**src/rtl/logic_pipe_if.sv**
```systemverilog
// rtl/logic_pipe_if.sv - operand/result handshake bundle for logic_pipe
interface logic_pipe_if #(
    parameter int WIDTH = 8
);
    logic             in_valid;
    logic             in_ready;
    logic [2:0]       op;
    logic [WIDTH-1:0] a;
    logic [WIDTH-1:0] b;
    logic             acc_clr;
    logic             out_valid;
    logic             out_ready;
    logic [WIDTH-1:0] y;
    logic             parity;

    modport master (
        output in_valid, op, a, b, acc_clr, out_ready,
        input  in_ready, out_valid, y, parity
    );

    modport slave (
        input  in_valid, op, a, b, acc_clr, out_ready,
        output in_ready, out_valid, y, parity
    );
endinterface

```
**src/rtl/logic_pipe.sv**
```systemverilog
// rtl/logic_pipe.sv - registered eight-op bitwise unit with XOR accumulator and valid/ready output
module logic_pipe #(
    parameter int WIDTH = 8
) (
    input  logic          clk,
    input  logic          rst_n,
    logic_pipe_if.slave   bus
);
    typedef enum logic [2:0] {
        OP_AND  = 3'b000,
        OP_OR   = 3'b001,
        OP_XOR  = 3'b010,
        OP_XNOR = 3'b011,
        OP_NAND = 3'b100,
        OP_NOR  = 3'b101,
        OP_ACC  = 3'b110,
        OP_PASS = 3'b111
    } op_e;

    typedef enum logic {
        EMPTY = 1'b0,
        FULL  = 1'b1
    } state_e;

    state_e           state;
    logic [WIDTH-1:0] acc;
    logic [WIDTH-1:0] acc_eff;
    logic [WIDTH-1:0] result;
    logic [WIDTH-1:0] y_q;
    logic             parity_q;
    logic             ready;
    logic             accept;

    assign ready         = (state == EMPTY) || bus.out_ready;
    assign accept        = bus.in_valid && ready;
    assign bus.in_ready  = ready;
    assign bus.out_valid = (state == FULL);
    assign bus.y         = y_q;
    assign bus.parity    = parity_q;

    // A same-edge clear is folded in here so an ACC beat sees a zero accumulator.
    always_comb begin
        acc_eff = bus.acc_clr ? '0 : acc;
        result  = '0;
        case (op_e'(bus.op))
            OP_AND:  result = bus.a & bus.b;
            OP_OR:   result = bus.a | bus.b;
            OP_XOR:  result = bus.a ^ bus.b;
            OP_XNOR: result = ~(bus.a ^ bus.b);
            OP_NAND: result = ~(bus.a & bus.b);
            OP_NOR:  result = ~(bus.a | bus.b);
            OP_ACC:  result = acc_eff ^ bus.a;
            OP_PASS: result = bus.a;
            default: result = '0;
        endcase
    end

    always_ff @(posedge clk) begin
        if (!rst_n) begin
            state    <= EMPTY;
            y_q      <= '0;
            parity_q <= 1'b0;
            acc      <= '0;
        end else begin
            if (accept) begin
                state    <= FULL;
                y_q      <= result;
                parity_q <= ^result;
            end else if (bus.out_ready) begin
                state <= EMPTY;
            end

            if (accept && (op_e'(bus.op) == OP_ACC)) begin
                acc <= result;
            end else if (bus.acc_clr) begin
                acc <= '0;
            end
        end
    end
endmodule
```
**src/flat_wrapper.sv**
```systemverilog
// flat-port wrapper written by rule: the top's interface ports become plain ports
module logic_pipe_flat 
#(
    parameter int WIDTH = 8
)
  (clk, rst_n, bus_in_valid, bus_op, bus_a, bus_b, bus_acc_clr, bus_out_ready, bus_in_ready, bus_out_valid, bus_y, bus_parity);
  logic_pipe_if #(.WIDTH(WIDTH)) bus_i ();
  input  logic clk;
  input  logic rst_n;
  input wire logic [$bits(bus_i.in_valid)-1:0] bus_in_valid;
  input wire logic [$bits(bus_i.op)-1:0] bus_op;
  input wire logic [$bits(bus_i.a)-1:0] bus_a;
  input wire logic [$bits(bus_i.b)-1:0] bus_b;
  input wire logic [$bits(bus_i.acc_clr)-1:0] bus_acc_clr;
  input wire logic [$bits(bus_i.out_ready)-1:0] bus_out_ready;
  output wire logic [$bits(bus_i.in_ready)-1:0] bus_in_ready;
  output wire logic [$bits(bus_i.out_valid)-1:0] bus_out_valid;
  output wire logic [$bits(bus_i.y)-1:0] bus_y;
  output wire logic [$bits(bus_i.parity)-1:0] bus_parity;
  assign bus_i.in_valid = bus_in_valid;
  assign bus_i.op = bus_op;
  assign bus_i.a = bus_a;
  assign bus_i.b = bus_b;
  assign bus_i.acc_clr = bus_acc_clr;
  assign bus_i.out_ready = bus_out_ready;
  assign bus_in_ready = bus_i.in_ready;
  assign bus_out_valid = bus_i.out_valid;
  assign bus_y = bus_i.y;
  assign bus_parity = bus_i.parity;
  logic_pipe #(.WIDTH(WIDTH)) u_core (.clk(clk), .rst_n(rst_n), .bus(bus_i));
endmodule
```
**config.mk**
```make
export PLATFORM = sky130hd
export DESIGN_NAME = logic_pipe_flat
export DESIGN_NICKNAME = d
export VERILOG_FILES = /design/src/rtl/logic_pipe_if.sv /design/src/rtl/logic_pipe.sv /design/src/flat_wrapper.sv
export SDC_FILE = /design/constraint.sdc
export NUM_CORES = 1
export LEC_CHECK = 0
export ABC_AREA = 0
export BUFFER_PORTS_ARGS = -buffer_cell sky130_fd_sc_hd__buf_2
export CAP_MARGIN = 20
export CORE_MARGIN = 2
export CORE_UTILIZATION = 45
export DETAILED_ROUTE_END_ITERATION = 6
export HOLD_SLACK_MARGIN = 0.1
export MAX_ROUTING_LAYER = met4
export PLACE_DENSITY = 0.71
export SYNTH_ARGS = -nofsm -noshare
export SYNTH_HDL_FRONTEND = slang
export SYNTH_SLANG_ARGS = --single-unit
```
**constraint.sdc**
```tcl
create_clock -name clk -period 3.3 [get_ports clk]
set_clock_uncertainty 0.05 [all_clocks]
set_input_delay 0.33 -clock clk [delete_from_list [all_inputs] [get_ports clk]]
set_output_delay 0.33 -clock clk [all_outputs]
set_load 0.03 [all_outputs]
```
Yosys cells after proc, flatten, opt, wreduce, memory -nomap -nowiden --
Cells that the tools add are included.
Word-level totals: bits in registers 18, bits of input ports 24, output and inout bits 11, logic and storage cells 30
Operators by class: reduce and logical (&&, ||, !) cells 6, eq/ne operators 7, muxes and demuxes 5, bitwise operators 8
Operator list (number):
- $pmux W8 S8 | 1
- $not A8 Y8 | 3
- $mux W8 | 2
- $xor A8 B8 Y8 | 2
- $eq A3 B3 Y1 const B | 4
- $and A8 B8 Y8 | 1
- $or A8 B8 Y8 | 1
- $reduce_xor A8 Y1 | 1
- $eq A3 B2 Y1 const B | 2
- $eq A3 B1 Y1 const B | 1
- $logic_not A3 Y1 | 1
- $logic_and A1 B1 Y1 | 2
- $mux W1 | 2
- $reduce_bool A2 Y1 | 1
- $logic_or A1 B1 Y1 | 1
- $not A1 Y1 | 1

Depth between registers and ports, before layout --
Gate-level depths: netlist of run 1.
depth in word-level cells 5, mapped depth 10, gate-level depth less buffers 10

Least setup slack after synthesis of run 1 --
No wires, ideal clock.
kind in2reg, start point in bus_a[1], end point reg u_core.parity_q, in the netlist u_core.bus.parity, setup slack 1.296 ns, stages on the path 9, required time 3.130 ns, setup time 0.120 ns, buffers on the path 0, arrival 1.834 ns, path through inv_1 > ha_1 > xnor2_1 > a211o_1 > a31oi_1 > xor2_1 > xnor2_1 > xnor2_1 > a21oi_1
Between the ends: longest elaborated chain between the ends 4, elaborated cells on any way between the ends 9, those cells by class 1 x mux; 7 x bitwise; 1 x reduce/logical
Ends and longest elaborated chain:
- from (decl) | RTL line flat_wrapper.sv:12 | input wire logic [$bits(bus_i.a)-1:0] bus_a;
- $or A8 B8 Y8, or another cell as far along | RTL line logic_pipe.sv:47, logic_pipe.sv:51
- $not A8 Y8 (on tied branches) | RTL line logic_pipe.sv:51, logic_pipe.sv:49, logic_pipe.sv:50
- $pmux W8 S8 * | RTL line logic_pipe.sv:45 | case (op_e'(bus.op))
- $reduce_xor A8 Y1 * | RTL line logic_pipe.sv:68 | parity_q <= ^result;
- to (signal assigned) | RTL line logic_pipe.sv:68
- to (decl) | RTL line logic_pipe.sv:30 | logic parity_q;
Every way passes the cells marked *; elsewhere a longest branch is shown, timed or not. A chain may end at the register's enable or synchronous reset.

Worst setup path in the final report of run 1 --
start point in bus_op[1], end point reg u_core.parity_q, in the netlist u_core.bus.parity
Between the ends: longest elaborated chain between the ends 3, elaborated cells on any way between the ends 10, those cells by class 7 x eq/ne; 1 x mux; 2 x reduce/logical
Ends and longest elaborated chain:
- from (decl) | RTL line flat_wrapper.sv:11 | input wire logic [$bits(bus_i.op)-1:0] bus_op;
- $eq A3 B3 Y1, or another cell as far along | RTL line logic_pipe.sv:45
- $pmux W8 S8 * | RTL line logic_pipe.sv:45
- $reduce_xor A8 Y1 * | RTL line logic_pipe.sv:68
Marks and branches as above.

==> results of run 1 <==
[metrics by stage]
stage	total power (uW)	area [um2]
floorplan	431	1720
global placement	478	1850
detailed placement	480	1850
CTS	631	1890
global route	671	1890
finish	623	1890
[worst max-delay path, stage by stage]
cell	delay [ns]
buf_2	0.41
nand2_1	0.17
nor2_2	0.32
nand2_1	0.09
a31oi_1	0.30
xor2_1	0.21
xnor2_1	0.15
xnor2_1	0.14
a21oi_1	0.08
[power by group through the flow]
stage                     logic (uW)  clock network, uW  registers [uW]
after global placement           236                  0             242
after detailed placement         238                  0             242
after floorplan                  168                  0             264
final                            238                148             237
after CTS                        240                154             237
after global routing             268                165             238
[path summary, 6_finish.rpt]
check / depth (start not counted) / slack (ns) / startpoint / to
setup / recovery: 9 / 1.16 / bus_op[1] / u_core.bus.parity
hold / removal: 3 / 0.29 / bus_in_valid / u_core.bus.out_valid
setup reg to reg: 8 / 1.55 / u_core.acc[4] / u_core.bus.parity
hold reg to reg: 2 / 0.49 / u_core.bus.y[1] / u_core.bus.y[1]
[sequential cells by signal, summed over array words and instances (netlist names)]
name	count
u_core.bus.parity	1
u_core.acc	8
u_core.bus.out_valid	1
u_core.bus.y	8
[cell families (layout without fill, tap and decap cells)]
family                   count (synthesis)  after routing
adder cells (fa/ha/maj)                 16             16
buffers and inverters                   28             54
AND/OR/NAND/NOR                         73             73
multiplexers                            14             14
flip-flops                              18             18
XOR/XNOR                                16             16
AO/OA/AOI/OAI                           48             48
[cell type report]
cell class / count / share of cell area [%]
Sequential cell: 18 / 19.0
Clock buffer: 3 / 2.18
Timing Repair Buffer: 34 / 8.98
Tap cell: 48 / 3.17
Inverter: 17 / 3.37
Multi-Input combinational cell: 167 / 63.3
[layout by cell type (no fill, tap or decap), types with 2 or more instances in the layout]
| master | n |
|---|---|
| a211o_1 | 5 |
| a211oi_1 | 4 |
| a21oi_1 | 11 |
| and2_1 | 15 |
| buf_2 | 34 |
| clkbuf_8 | 3 |
| dfxtp_1 | 18 |
| ha_1 | 16 |
| inv_1 | 17 |
| mux2i_1 | 14 |
| nand2_1 | 14 |
| nand2b_1 | 8 |
| nor2_1 | 11 |
| nor2b_1 | 10 |
| nor3_1 | 5 |
| o21ai_0 | 15 |
| o2bb2ai_1 | 5 |
| or2_2 | 3 |
| or3_1 | 2 |
| xnor2_1 | 14 |
[per-layer routing]
| metal | share of wire, % | global-route usage [%] |
|---|---|---|
| met5 | 0 | - |
| met4 | 1.3 | 3.13 |
| met3 | 3.9 | 3.07 |
| met2 | 42 | 28.7 |
| met1 | 53 | 23.1 |
==> results.cfg, run 1 <==
[power]
ir_worst_vdd_mv = 0.203
pwr_density_cell_nw_per_um2 = 329
power.static_leakage_uw = 0.000931
p_comb_share_pct = 38.2
p_int_uw = 417
swShare_pct = 33.0
p_clk_share_pct = 23.8
p_sw_uw = 206
seqPwrFrac_pct = 38.0

[timing]
setup_tns_ns = 0
hold-worst-slack_ns = 0.293
max_freq_mhz = 467
setup_violations = 0
worstMarginPinSlew_ns = 0.512
final_hold_viol_count = 0
period_share_pct = 64.8
maxSlewViolCount = 0
fin_crit_ns = 2.14
slew_headroom_pct = 65.9
worst_slack_ns = 1.16
rsz0062_at_grt = false

[detailed_routing]
vias = 1452
wl_um = 3390
drtIter0Drc = 40
drc = 0
vias_per_cell = 5.06
drt_pass1_iterations = 4
post_drt_wl_per_cell_um = 11.8
ant_nets = 0

[floorplanning]
rows = 22
core-area_um2 = 3660
start_util_pct = 47.0
die_w_um = 65.8
pin_count = 35
die-area_um2 = 4330
die_y_um = 65.8

[place]
place_inst = 284
hpwl_um = 2580
pre_cts_slack_ns = 0.897
port_buffers = 34
globalplace.congestion = 0.813

[setup_path]
crit_type = input pin to flop
crit_path_max_fanout = 27
crit_path_end_kind = flop
critPathRequiredTime_ns = 3.39
crit_arrival_ns = 2.23
startpoint_type = input pin

[final_layout]
seqCellArea_um2 = 360
nFillCells = 381
syn2layout_area_growth_pct = 10.2
instances_no_fill = 287
final_core_util_pct = 51.7
diodes = 0
drive_above_1_share_pct = 18.8
nNetsFinal = 281
multi_input_area_um2 = 1200

[clocking]
cts-root-buf = clkbuf_8
clockBufferDepth = 2
cts.sinks = 18
cts_tree = done
clkTransAtPathRegs_ns = 0.06
h-tree-depth = 1
cts_made_buffers = 3
post-cts-setup-buffers = 0
clkLatencyLatePin_ns = 0.24
hold_buffers = 0
post_cts.resized_instances = 0

[logic_synthesis]
synth_nets = 253
avgSynthCellArea_um2 = 8.07
synth_top_family_by_area = simple AND/OR/NAND/NOR gates
synth_common_cells = dfxtp_1 (18), inv_1 (17), ha_1 (16), and2_1 (15), o21ai_0 (15)
yosysUniqueCellTypes = 38
synth_most_common_cell = dfxtp_1
synthArstFlopShare_pct = 0
synth_top_area_share_pct = 21.0
synth_xor_area_share_pct = 8.59
synth_top_cell_by_area = dfxtp_1
synth_ff_type = dfxtp_1
synth_enable_flop_cells = 0
synthSimpleGateAreaFrac_pct = 22.7
yosys-mux-area-fraction_pct = 8.15
yosysSeqAreaShare_pct = 21.0
yosys_warnings = 0
syn_area_um2 = 1720
synth_cells = 213
synth_seq_cells = 18
synth_adder_area_share_pct = 11.6
synth_compound_area_share_pct = 18.6
yosys-top-cells-area = dfxtp_1 (21%), ha_1 (12%), mux2i_1 (8.2%), xnor2_1 (7.1%), and2_1 (5.5%)

[job]
max_cap_viol_count = 0

[grt]
grt_overflow_total = 0
antenna_found_initial = 0
grt_max_degree = 30
grt_pass1_wl_um = 5950
grt_pass1_vias = 1367
globalRouteTotalUtil_pct = 17.6

[hold_path]
hold_class = input pin to flop

[status]
status = finished clean
Note: power is estimated with default switching activity, not from simulation.
==> inputs of run 2 (changes only) <==
--- a/config.mk
+++ b/config.mk
@@ -13,7 +13,7 @@
 export DETAILED_ROUTE_END_ITERATION = 6
 export HOLD_SLACK_MARGIN = 0.1
 export MAX_ROUTING_LAYER = met4
-export PLACE_DENSITY = 0.71
+export PLACE_DENSITY = 0.74
 export SYNTH_ARGS = -nofsm -noshare
 export SYNTH_HDL_FRONTEND = slang
 export SYNTH_SLANG_ARGS = --single-unit
==> constraint.sdc (replaced) <==
create_clock -name clk -period 1.9 [get_ports clk]
set_clock_uncertainty 0.05 [all_clocks]
set_input_delay 0.19 -clock clk [delete_from_list [all_inputs] [get_ports clk]]
set_output_delay 0.19 -clock clk [all_outputs]
set_load 0.03 [all_outputs]
==> run 2 against run 1 <==
Against the previous run:
- die area is the same
- routed wire length grew 7.5%
- cell area grew 14%
- sequential share of layout area shrank 2.4 points
- clock-buffer cell count grew 1
- sequential power grew 74%
- global-route usage grew 0.79 points
- total power grew 93%
- highest routed layer unchanged
==> results.cfg, run 2 (synthesized netlist as in run 1, its figures left out) <==
[place]
globalplace.congestion = 0.853
hpwl_um = 2970
place_area_um2 = 2110
port_buffers = 34

[detailed_routing]
drt_pass1_iterations = 4
drtIter0Drc = 78
drc = 0
ant_nets = 0
vias_per_cell = 4.99
wl_um = 3650
post_drt_wl_per_cell_um = 11.3
vias = 1608

[final_layout]
nNetsFinal = 315
final_core_util_pct = 59.2
drive_above_1_share_pct = 29.6
design_area_um2 = 2170
nFillCells = 346
most-common-layout-cells = buf_2 (34), buf_4 (34), dfxtp_1 (18)
syn2layout_area_growth_pct = 26.1
diodes = 0

[grt]
antenna_found_initial = 0
globalRouteTotalUtil_pct = 18.3
grt_pass1_vias = 1432
grt_max_degree = 19
grt_pass1_wl_um = 6220
grt_overflow_total = 0

[floorplanning]
rows = 22
die-area_um2 = 4330
start_util_pct = 47.0
die_y_um = 65.8
core-area_um2 = 3660
pin_count = 35
die_w_um = 65.8

[hold_path]
min-delay-start = bus_in_valid
hold_class = input pin to flop

[clocking]
clkLatencyLatePin_ns = 0.25
cts_tree = done
clockBufferDepth = 2
h-tree-depth = 1
post-cts-setup-buffers = 0
cts_made_buffers = 3
cts.sinks = 18
cts-root-buf = clkbuf_8
clkTransAtPathRegs_ns = 0.07

[power]
pwr_density_cell_nw_per_um2 = 556
p_int_uw = 828
p_clk_share_pct = 25.2
seqPwrFrac_pct = 34.2
power.static_leakage_uw = 0.00110
p_comb_share_pct = 40.7
ir_worst_vdd_mv = 0.610
swShare_pct = 31.3
p_sw_uw = 378

[timing]
setup_violations = 0
slew_headroom_pct = 71.9
hold-worst-slack_ns = 0.144
final_hold_viol_count = 0
period_share_pct = 92.3
worstMarginPinSlew_ns = 0.421
max_freq_mhz = 570
fin_crit_ns = 1.75
rsz0062_at_grt = false
maxSlewViolCount = 0

[job]
max_cap_viol_count = 0

[setup_path]
crit_path_end_kind = flop
critPathRequiredTime_ns = 1.99
startpoint_type = input pin
crit_path_max_fanout = 3
r2r-start = u_core.acc[4]
crit_type = input pin to flop
crit_arrival_ns = 1.84
critPathLaunch = bus_a[1]

[status]
status = finished clean
## run 2: cell count changes in the layout (fill, tap and decap cells not counted)
cell,change
buf_4,+34
clkbuf_8,+1
a21oi_2,+1
a21oi_1,-1
## run 2: timing repair
| action | 4_1_cts | 5_1_grt |
|---|---|---|
| hold buffers | 0 | 0 |
| endpoints found under the hold margin | 0 | 0 |
| gates resized for setup | 0 | 1 |
| endpoints found under the setup margin | 0 | 1 |
## run 2: path summary, 6_finish.rpt
check | to | slack, ns | cells past startpoint
hold / removal | u_core.bus.out_valid | 0.14 | 3
setup / recovery | u_core.bus.parity | 0.15 | 10
hold reg to reg | u_core.bus.y[1] | 0.47 | 2
setup reg to reg | u_core.bus.parity | 0.16 | 8
## run 2: final cells by class
cell class | instances | area [um2] | share of cell area (%)
Clock buffer | 4 | 55.1 | 2.54
Inverter | 17 | 63.8 | 2.94
Multi-Input combinational cell | 167 | 1200 | 55.5
Sequential cell | 18 | 360 | 16.6
Tap cell | 48 | 60.1 | 2.77
Timing Repair Buffer | 68 | 425 | 19.6
## run 2: per-layer routing
layer	up-vias	GRT usage, %	share of wire (%)
met4	0	3.65	0.47
li1	846	-	-
met1	727	25.7	49
met2	33	29.0	46
met5	-	-	0
met3	2	1.70	4.4
## run 2: power groups by stage
stage          logic [uW]  registers (uW)  clock network, uW
6_report              490             412                304
5_1_grt               543             413                326
4_1_cts               491             411                312
3_5_place_dp          488             420                  0
3_3_place_gp          483             420                  0
2_1_floorplan         291             458                  0
## run 2: critical path, cell delays in order
cell and delay (ns):
buf_2 0.10, inv_1 0.05, ha_1 0.28, xnor2_1 0.13, a211o_1 0.29, a31oi_1 0.24, xor2_1 0.20, xnor2_1 0.15
xnor2_1 0.14, a21oi_1 0.08
## run 2: stage by stage
stage | power [uW] | setup TNS, ns | setup slack, ns | cells
6_report | 1210 | 0 | 0.147 | 322
2_1_floorplan | 749 | 0 | 0.0360 | 213
5_1_grt | 1280 | 0 | 0.00286 | 322
3_3_place_gp | 903 | -0.104 | -0.104 | 318
4_1_cts | 1210 | 0 | 0.136 | 322
3_5_place_dp | 907 | -0.109 | -0.109 | 318
==> inputs of run 3 (changes only) <==
==> constraint.sdc (replaced) <==
create_clock -name clk -period 1.9 [get_ports clk]
set_clock_uncertainty 0.05 [all_clocks]
set_input_delay 0.38 -clock clk [delete_from_list [all_inputs] [get_ports clk]]
set_output_delay 0.38 -clock clk [all_outputs]
set_load 0.03 [all_outputs]
==> run 3 against run 2 <==
Against the previous run:
- the flow now finishes with violations (negative setup slack)
- cell area up 17%
- via count increased by 9.6%
- cell count increased by 8.1%
- total power is 6.8% higher
- utilization rose by 10 points
- critical path depth stayed put
- routed wire length is 25% higher
- critical path type unchanged
==> results.cfg, run 3 (synthesized netlist as in run 1, its figures left out) <==
[final_layout]
most-common-layout-cells = buf_4 (60), buf_2 (28), dfxtp_1 (18)
layout_commonest_cell = buf_4
diodes = 0
syn2layout_area_growth_pct = 47.7
design_area_um2 = 2540
final_core_util_pct = 69.4
nNetsFinal = 342
drive_above_1_share_pct = 43.7

[detailed_routing]
post_drt_wl_per_cell_um = 13.1
vias = 1763
ant_nets = 0
drtIter0Drc = 66
drc = 0
drt_pass1_iterations = 4
vias_per_cell = 5.07
wl_um = 4570

[clocking]
cts.sinks = 18
h-tree-depth = 1
cts_tree = done
clockBufferDepth = 2
clkLatencyLatePin_ns = 0.25
cts_made_buffers = 3
hold_buffers = 0
clkTransAtPathRegs_ns = 0.06
cts-root-buf = clkbuf_8

[power]
p_comb_share_pct = 47.8
ir_worst_vdd_mv = 0.555
power.static_leakage_uw = 0.00127
swShare_pct = 33.2
pwr_density_cell_nw_per_um2 = 507
p_int_uw = 861
seqPwrFrac_pct = 32.0
p_sw_uw = 427
p_clk_share_pct = 20.2

[floorplanning]
die_w_um = 65.8
core-area_um2 = 3660
start_util_pct = 47.0
rows = 22
die-area_um2 = 4330
die_y_um = 65.8
pin_count = 35

[timing]
final_hold_viol_count = 0
period_share_pct = 100
fin_crit_ns = 1.90
worst_slack_ns = -0.000721
maxSlewViolCount = 0
setup_violations = 1
slew_headroom_pct = 72.9
rsz0062_at_grt = true
worstMarginPinSlew_ns = 0.405
max_freq_mhz = 526

[status]
violations = negative setup slack
status = finished with violations

[job]
max_cap_viol_count = 0

[grt]
grt_pass1_vias = 1678
grt_overflow_total = 0
grt_max_degree = 19
antenna_found_initial = 0
globalRouteTotalUtil_pct = 21.7
grt_pass1_wl_um = 7180

[setup_path]
crit_type = input pin to flop
critPathRequiredTime_ns = 1.99
crit_path_max_fanout = 11
crit_path_end_kind = flop
crit_arrival_ns = 1.99
startpoint_type = input pin

[place]
globalplace.congestion = 0.916
port_buffers = 34
place_area_um2 = 2340
hpwl_um = 3470

[hold_path]
hold_class = input pin to flop
==> run 3: changes by cell type in the layout (fill, tap and decap cells not counted), moves of 3 or more <==
| cell | delta |
|---|---|
| a21oi_1 | -4 |
| buf_2 | -6 |
| inv_1 | -4 |
| o2bb2ai_2 | +4 |
| o2bb2ai_1 | -4 |
| buf_4 | +26 |
| xnor2_2 | +3 |
| ha_1 | -3 |
| buf_6 | +4 |
| inv_4 | +3 |
| xnor2_1 | -3 |
| a21oi_2 | +4 |
==> run 3: worst max-delay path, stage by stage <==
cell and delay, ns:
clkbuf_4 0.19, buf_4 0.17, mux2i_1 0.19, nor2b_1 0.06, o21ai_0 0.27, o2bb2ai_2 0.19, xnor2_2 0.17, xnor2_2 0.14
xnor2_1 0.14, a21oi_1 0.08
==> run 3: routing by layer <==
layer	vias to the layer above	global-route usage, %	part of all wire, %
met2	38	35.1	49
li1	897	-	-
met4	0	11.2	1.9
met5	-	-	0
met1	821	27.4	46
met3	7	1.36	3.2
==> run 3: metrics by stage <==
step / power, uW / setup WS, ns / std cells / TNS [ns] / hold slack, ns
2_1_floorplan: 769 / -0.0169 / 213 / -0.0169 / 0.452
3_3_place_gp: 952 / -0.240 / 340 / -0.603 / 0.446
3_5_place_dp: 968 / -0.285 / 340 / -1.04 / 0.462
4_1_cts: 1240 / 0.000838 / 344 / 0 / 0.339
5_1_grt: 1360 / -0.121 / 348 / -0.121 / 0.353
6_report: 1290 / -0.000721 / 348 / -0.000721 / 0.339
==> run 3: final timing paths <==
kind | cells after the start | end | startpoint | slack, ns
setup / recovery | 10 | u_core.bus.parity | bus_op[1] | -0.0007
hold / removal | 3 | u_core.bus.out_valid | bus_in_valid | 0.34
setup reg to reg | 8 | u_core.bus.parity | u_core.acc[4] | 0.09
hold reg to reg | 2 | u_core.bus.y[1] | u_core.bus.y[1] | 0.48
==> run 3: power by group through the flow <==
stage / clock network (uW) / logic, uW / registers [uW]
6_report: 260 / 616 / 412
5_1_grt: 286 / 666 / 414
4_1_cts: 271 / 560 / 411
3_5_place_dp: 0 / 548 / 420
3_3_place_gp: 0 / 532 / 420
2_1_floorplan: 0 / 311 / 458
==> run 3: final cells by class <==
cell class	count	area (um2)
well taps	48	60.1
fillers	291	1120
flip-flops and latches	18	360
inverters	17	78.8
multi-input cells	167	1330
repair buffers	95	666
clock buffers	3	41.3
==> run 3: repair_timing <==
| item | in CTS | in global routing |
|---|---|---|
| pin swaps | 6 | 13 |
| gates resized for setup | 4 | 23 |
| setup endpoints to repair | 1 | 2 |
| setup buffers | 1 | 4 |
